--- config.mk ---
export PLATFORM = sky130hd
export DESIGN_NAME = serial_pattern_tx
export DESIGN_NICKNAME = d
export VERILOG_FILES = /design/src/rtl/serial_pattern_tx.sv
export SDC_FILE = /design/constraint.sdc
export NUM_CORES = 1
export LEC_CHECK = 0
export ABC_AREA = 1
export CAP_MARGIN = 0
export CORE_MARGIN = 2
export CORE_UTILIZATION = 58
export CTS_CLUSTER_DIAMETER = 60
export CTS_CLUSTER_SIZE = 40
export DETAILED_ROUTE_END_ITERATION = 7
export PLACE_DENSITY_LB_ADDON = 0.25
export SETUP_SLACK_MARGIN = 0.02
export SLEW_MARGIN = 20
export SYNTH_ARGS = -nofsm -noshare
export SYNTH_HDL_FRONTEND = slang
export SYNTH_SLANG_ARGS = --single-unit
--- constraint.sdc ---
create_clock -name clk -period 2.3 [get_ports clk]
set_clock_uncertainty 0.15 [all_clocks]
set_input_delay 0.46 -clock clk [delete_from_list [all_inputs] [get_ports clk]]
set_output_delay 0.46 -clock clk [all_outputs]
set_load 0.02 [all_outputs]
--- src/rtl/serial_pattern_tx.sv ---
// Serial pattern transmitter: latches a parallel word and shifts it out MSB-first,
// holding each bit for DIV clock cycles, with bit-valid, busy and done indications.
module serial_pattern_tx #(
  parameter int DATA_W = 8,
  parameter int DIV    = 50_000_000
) (
  input  logic                      clk,
  input  logic                      reset,
  input  logic [DATA_W-1:0]         sw,
  input  logic                      start,
  input  logic                      repeat_en,
  output logic                      serial_out,
  output logic                      bit_valid,
  output logic                      busy,
  output logic                      done,
  output logic [$clog2(DATA_W)-1:0] bit_idx
);

  localparam int IW = $clog2(DATA_W);
  localparam int PW = (DIV > 1) ? $clog2(DIV) : 1;
  localparam logic [PW-1:0] PRESC_LAST = PW'(DIV - 1);
  localparam logic [IW-1:0] IDX_MSB    = IW'(DATA_W - 1);

  typedef enum logic [1:0] {
    IDLE,
    SHIFT,
    DONE
  } state_t;

  state_t            r_state;
  logic [DATA_W-1:0] r_shift;
  logic [PW-1:0]     r_presc;
  logic [IW-1:0]     r_idx;
  logic              r_startQ;
  logic              r_seenLow;
  logic              r_valid;
  logic              r_busy;
  logic              r_done;

  logic w_startPulse;
  logic w_bitEnd;

  // r_seenLow blocks the false edge a start held high through reset release would create.
  assign w_startPulse = start & ~r_startQ & r_seenLow;
  assign w_bitEnd     = (r_presc == PRESC_LAST);

  always_ff @(posedge clk or negedge reset) begin
    if (!reset) begin
      r_state   <= IDLE;
      r_shift   <= '0;
      r_presc   <= '0;
      r_idx     <= '0;
      r_startQ  <= 1'b0;
      r_seenLow <= 1'b0;
      r_valid   <= 1'b0;
      r_busy    <= 1'b0;
      r_done    <= 1'b0;
    end else begin
      r_startQ <= start;
      if (!start) begin
        r_seenLow <= 1'b1;
      end
      case (r_state)
        IDLE: begin
          r_done <= 1'b0;
          if (w_startPulse) begin
            r_shift <= sw;
            r_idx   <= IDX_MSB;
            r_presc <= '0;
            r_valid <= 1'b1;
            r_busy  <= 1'b1;
            r_state <= SHIFT;
          end
        end
        SHIFT: begin
          if (w_bitEnd) begin
            r_presc <= '0;
            if (r_idx != '0) begin
              r_shift <= r_shift << 1;
              r_idx   <= r_idx - 1'b1;
            end else begin
              // Clearing the shift register also forces serial_out low in DONE.
              r_shift <= '0;
              r_valid <= 1'b0;
              r_busy  <= 1'b0;
              r_done  <= 1'b1;
              r_state <= DONE;
            end
          end else begin
            r_presc <= r_presc + 1'b1;
          end
        end
        DONE: begin
          r_done <= 1'b0;
          if (repeat_en) begin
            r_shift <= sw;
            r_idx   <= IDX_MSB;
            r_presc <= '0;
            r_valid <= 1'b1;
            r_busy  <= 1'b1;
            r_state <= SHIFT;
          end else begin
            r_state <= IDLE;
          end
        end
        default: begin
          r_state <= IDLE;
        end
      endcase
    end
  end

  assign serial_out = r_shift[DATA_W-1];
  assign bit_valid  = r_valid;
  assign busy       = r_busy;
  assign done       = r_done;
  assign bit_idx    = r_idx;

endmodule

==> results of run 1 <==
==> report_power, final <==
group / internal [mW] / switching, mW
clock: 0.351 / 0.261
combinational: 0.0198 / 0.0191
sequential: 0.757 / 0.000976
==> worst max-delay path: stages, from the launching register on <==
cell and delay [ns]:
dfrtp_1 0.43, ha_1 0.27, nand3_1 0.17, nor2_1 0.14
nand2_1 0.12, nand2_4 0.12, nand2_2 0.18, buf_12 0.22
nand2_1 0.05, o21ai_0 0.06
==> logic make-up after synthesis <==
kind of cell    share of synthesized area (%)
simple gates                             37.1
fa+ha+maj                                1.49
xor+xnor                                 3.13
flops                                    42.8
buf+inv                                  8.71
compound gates                           6.77
==> Yosys cell counts, drive strengths merged <==
| master | number | share of area (%) |
|---|---|---|
| dfrtp | 43 | 43 |
| nor2 | 62 | 9.9 |
| clkbuf | 1 | 0.15 |
| nand4 | 12 | 3.0 |
| nand2 | 105 | 17 |
| o22ai | 1 | 0.25 |
| a22oi | 7 | 2.1 |
| or2 | 1 | 0.25 |
| xnor2 | 2 | 0.70 |
| inv | 43 | 6.4 |
| nor3 | 7 | 1.4 |
| a31oi | 1 | 0.25 |
| nand3 | 30 | 6.0 |
| a32o | 1 | 0.40 |
| buf | 7 | 2.1 |
| o21ai | 16 | 3.2 |
| a21oi | 3 | 0.60 |
| ha | 3 | 1.5 |
| xor2 | 7 | 2.4 |
==> layer usage <==
| layer | GRT usage, % | vias to the layer above | wire length (um) |
|---|---|---|---|
| met5 | 0 | - | 0 |
| met4 | 7.91 | 0 | 105 |
| met3 | 4.76 | 11 | 134 |
| met2 | 38.9 | 39 | 2510 |
| met1 | 32.3 | 1025 | 2540 |
| li1 | - | 1174 | - |
==> final cells by class <==
class	count	area, um^2	share of cell area, %
tap	50	62.6	2.16
inverter	43	161	5.56
multi-input combinational	258	1220	42.0
clock buffer	6	82.6	2.84
timing repair buffer	28	265	9.14
sequential	43	1080	37.1
clock inverter	2	35.0	1.21
==> per-stage QoR <==
step	util [%]	cell area (um^2)
after floorplan	-	2510
after global placement	67.9	2780
after detailed placement	67.9	2780
after CTS	71.0	2900
after global routing	71.0	2900
final	71.0	2900
==> final timing paths <==
kind | start | to | slack, ns | depth (start not counted)
worst min register to register | r_seenLow | r_seenLow | 0.32 | 2
worst min-delay path | r_seenLow | r_seenLow | 0.32 | 2
min in group asynchronous | reset | r_presc[9] | 0.45 | 2
worst max-delay path | r_presc[0] | r_shift[7] | 0.27 | 9
max in group asynchronous | reset | r_presc[13] | 1.01 | 3
worst max register to register | r_presc[0] | r_shift[7] | 0.27 | 9
==> registers in the layout (all words and copies together) (netlist names) <==
name	flops
bit_idx	3
busy	1
done	1
r_presc	26
r_seenLow	1
r_shift	8
r_startQ	1
r_state	2
==> timing repair <==
item | in CTS | in global routing
setup endpoints to repair | 0 | 0
hold buffers | 1 | 0
endpoints found under the hold margin | 15 | 0
==> results.json, run 1 <==
{
  "worstSetupPathType": "register to register",
  "fin_total_pwr_mw": 1.41,
  "cts.path.max_buffers": 2,
  "vias": 2249,
  "status": "finished clean",
  "hpwl_um": 3920,
  "die_w_um": 69.9,
  "layout_commonest_cell": "nand2_1",
  "start_util_pct": 61.5,
  "syn_avg_cell_area_um2": 7.14,
  "num_rows": 23,
  "core_um2": 4090,
  "yosysSeqAreaShare_pct": 42.8,
  "rsz0062_at_grt": "no",
  "setup_tns_ns": 0,
  "pwr_density_cell_nw_per_um2": 485,
  "max_cap_violations": 0,
  "final_antenna_net_count": 0,
  "root_buffer": "clkbuf_8",
  "crit_arrival_ns": 2.06,
  "required_ns": 2.33,
  "end_kind": "register",
  "nNetsFinal": 394,
  "netlist_instances": 352,
  "gr-total-overflow": 0,
  "clk_latency_ns": 0.30,
  "syn_area_um2": 2510,
  "min_period_ns": 2.03,
  "clkTransAtPathRegs_ns": 0.08,
  "cts_made_buffers": 5,
  "tritoncts": "done",
  "cts.sinks": 43,
  "cts_setup_buffers": 0,
  "post-place-ws_ns": 0.0864,
  "die_h_um": 69.9,
  "grt_pass1_vias": 2181,
  "place_inst": 421,
  "hold_path_class": "register to register",
  "grt_max_degree": 23,
  "io-pin-count": 19,
  "htreeDepth": 2,
  "cts_resized": 0,
  "area_growth_pct": 15.4,
  "worstMarginPinSlew_ns": 0.605,
  "n_fill_cell": 334,
  "gp_congestion": 0.890,
  "grtUsageTotal_pct": 24.0,
  "ys_ff_latch": 43,
  "drv_slew": 0,
  "drt_iter0_drc": 190,
  "stdcell_count": 430,
  "die_area_um2": 4880,
  "timing.final.ws_setup_ns": 0.268,
  "timing.slew.headroom_pct": 59.4,
  "hold_viol_final": 0,
  "hold-worst-slack_ns": 0.316,
  "setup_viol": 0,
  "ys_types": 27,
  "drive_gt1_share_pct": 8.16,
  "syn-num-nets": 367,
  "grt_pass1_wl_um": 9510,
  "ir_worst_vdd_mv": 0.486,
  "n_antenna_cell": 0,
  "drt-wirelength-per-cell_um": 12.3,
  "dr.pass1.iters": 4,
  "ys_warn_count": 0,
  "p_leak_nw": 1.45,
  "post-route-period-util_pct": 88.4,
  "avgViaCountPerCell": 5.23,
  "antenna_found_initial": 0,
  "drc": 0,
  "drt_wl_total_um": 5290,
  "critPathLaunchType": "register",
  "layout_common_cells": "97 x nand2_1, 58 x nor2_1, 43 x inv_1, 43 x dfrtp_1, 30 x nand3_1",
  "crit_fanout": 22,
  "fmax_ghz": 0.492,
  "portBuffers": 18
}
(Power assumes the default switching activity.)
==> inputs of run 2 (changes only) <==
- CORE_ASPECT_RATIO: unset -> 1.4
- CTS_CLUSTER_DIAMETER: 60 -> 40
==> run 2 against run 1 <==
Routed wire length increased by 0.74%. Core utilization is 2.8 points lower. Via count rose by 0.44%. Sequential power hardly changed. Die area increased by 0.15%. Register-to-register slack barely moved. Worst hold slack worse by 0.25 ns. Setup slack better by 0.014 ns.
==> results.json, run 2 (synthesis results as in run 1) <==
{
  "layout_commonest_cell": "nand2_1",
  "drive_gt1_share_pct": 7.69,
  "busiest_layer": "met2",
  "cts.path.max_buffers": 2,
  "avgViaCountPerCell": 5.35,
  "max_flop_register": "r_presc",
  "drc": 0,
  "gr-total-overflow": 0,
  "antenna_found_initial": 0,
  "drt-wirelength-per-cell_um": 12.6,
  "grt_pass1_vias": 2121,
  "crit_arrival_ns": 2.05,
  "tritoncts": "done",
  "largest_reg_flops": 26,
  "worstSetupPathType": "register to register",
  "num_rows": 28,
  "grt_max_degree": 44,
  "portBuffers": 18,
  "status": "finished clean",
  "die_area_um2": 4890,
  "hpwl_um": 3880,
  "cts_made_buffers": 5,
  "n_antenna_cell": 0,
  "hold_path_class": "input port to asynchronous set/reset pin",
  "pwr_density_cell_nw_per_um2": 480,
  "dr.pass1.iters": 4,
  "io-pin-count": 19,
  "start_util_pct": 59.8,
  "min_period_ns": 2.02,
  "die_h_um": 81.9,
  "vias": 2259,
  "fmax_ghz": 0.496,
  "cts_resized": 0,
  "clkTransAtPathRegs_ns": 0.08,
  "fin_total_pwr_mw": 1.38,
  "use_met3_pct": 4.41,
  "timing.slew.headroom_pct": 59.5,
  "drt_iter0_drc": 105,
  "worstMarginPinSlew_ns": 0.604,
  "die_w_um": 59.7,
  "gp_congestion": 0.923,
  "rsz0062_at_grt": "no",
  "end_kind": "register",
  "setup_tns_ns": 0,
  "hold_viol_final": 0,
  "post-route-period-util_pct": 87.7,
  "max_cap_violations": 0,
  "grt_pass1_wl_um": 9130,
  "cts_setup_buffers": 0,
  "layout_common_cells": "97 x nand2_1, 58 x nor2_1, 43 x inv_1, 43 x dfrtp_1, 30 x nand3_1",
  "critPathLaunchType": "register",
  "use_met1_pct": 29.9,
  "setup_viol": 0,
  "cts_hold_buf": 0,
  "crit_fanout": 22,
  "core_um2": 4200,
  "gr-usage-met2_pct": 42.3,
  "drt_wl_total_um": 5330,
  "required_ns": 2.33,
  "htreeDepth": 2,
  "p_leak_nw": 1.43,
  "nNetsFinal": 392,
  "root_buffer": "clkbuf_8",
  "clk_latency_ns": 0.30,
  "final_antenna_net_count": 0,
  "area_growth_pct": 14.0,
  "grtUsageTotal_pct": 24.6,
  "drv_slew": 0,
  "ir_worst_vdd_mv": 0.422,
  "cts.sinks": 43
}
==> run 2: cell count changes in the layout (fill, tap and decap cells not counted) <==
| cell | before | now |
|---|---|---|
| clkinvlp_4 | 0 | 1 |
| buf_4 | 8 | 7 |
| clkbuf_8 | 6 | 5 |
| dlygate4sd3_1 | 1 | 0 |
| clkinv_2 | 1 | 0 |
==> run 2: stage by stage <==
step / hold WS (ns) / utilization, % / area (um^2) / instances / setup WS (ns)
2_1_floorplan: 0.0144 / - / 2510 / 352 / 0.591
3_3_place_gp: 0.291 / 65.7 / 2760 / 415 / 0.130
3_5_place_dp: 0.299 / 65.7 / 2760 / 415 / 0.100
4_1_cts: 0.0987 / 68.2 / 2870 / 422 / 0.280
5_1_grt: 0.144 / 68.2 / 2870 / 422 / 0.135
6_report: 0.0692 / 68.2 / 2870 / 422 / 0.282
==> run 2: worst paths after layout <==
check                                start          end  slack [ns]  cells after the start
worst max-delay path            r_presc[0]   r_shift[7]        0.28                      9
min in group clk                 r_seenLow    r_seenLow        0.31                      2
max in group asynchronous            reset  r_presc[14]        1.56                      2
worst min-delay path                 reset   r_presc[0]        0.07                      2
worst max register to register  r_presc[0]   r_shift[7]        0.28                      9
worst min register to register   r_seenLow    r_seenLow        0.31                      2
==> run 2: critical path, cell delays in order (launching register included) <==
cell and delay (ns):
dfrtp_1 0.44, ha_1 0.25, nand3_1 0.17, nor2_1 0.13, nand2_1 0.11, nand2_4 0.12, nand2_2 0.17, buf_12 0.21
nand2_1 0.05, o21ai_0 0.07
==> run 2: report_power, final <==
group          leakage, nW  internal [mW]  total, mW  switching [mW]
combinational        0.861         0.0176     0.0356          0.0180
sequential           0.519          0.757      0.758        0.000881
clock               0.0502          0.317      0.583           0.266
total                 1.43           1.09       1.38           0.285
==> run 2: layout make-up <==
class	count	area [um^2]
clock inverter	2	37.5
clock buffer	5	68.8
inverter	43	161
sequential	43	1080
multi-input combinational	258	1220
fill	342	1340
tap	45	56.3
timing repair buffer	26	248
==> run 2: metal layers <==
metal / vias up / share of wire (%)
met5: - / 0
met4: 0 / 2.6
met2: 53 / 51
met1: 1026 / 42
li1: 1165 / -
met3: 15 / 4.3
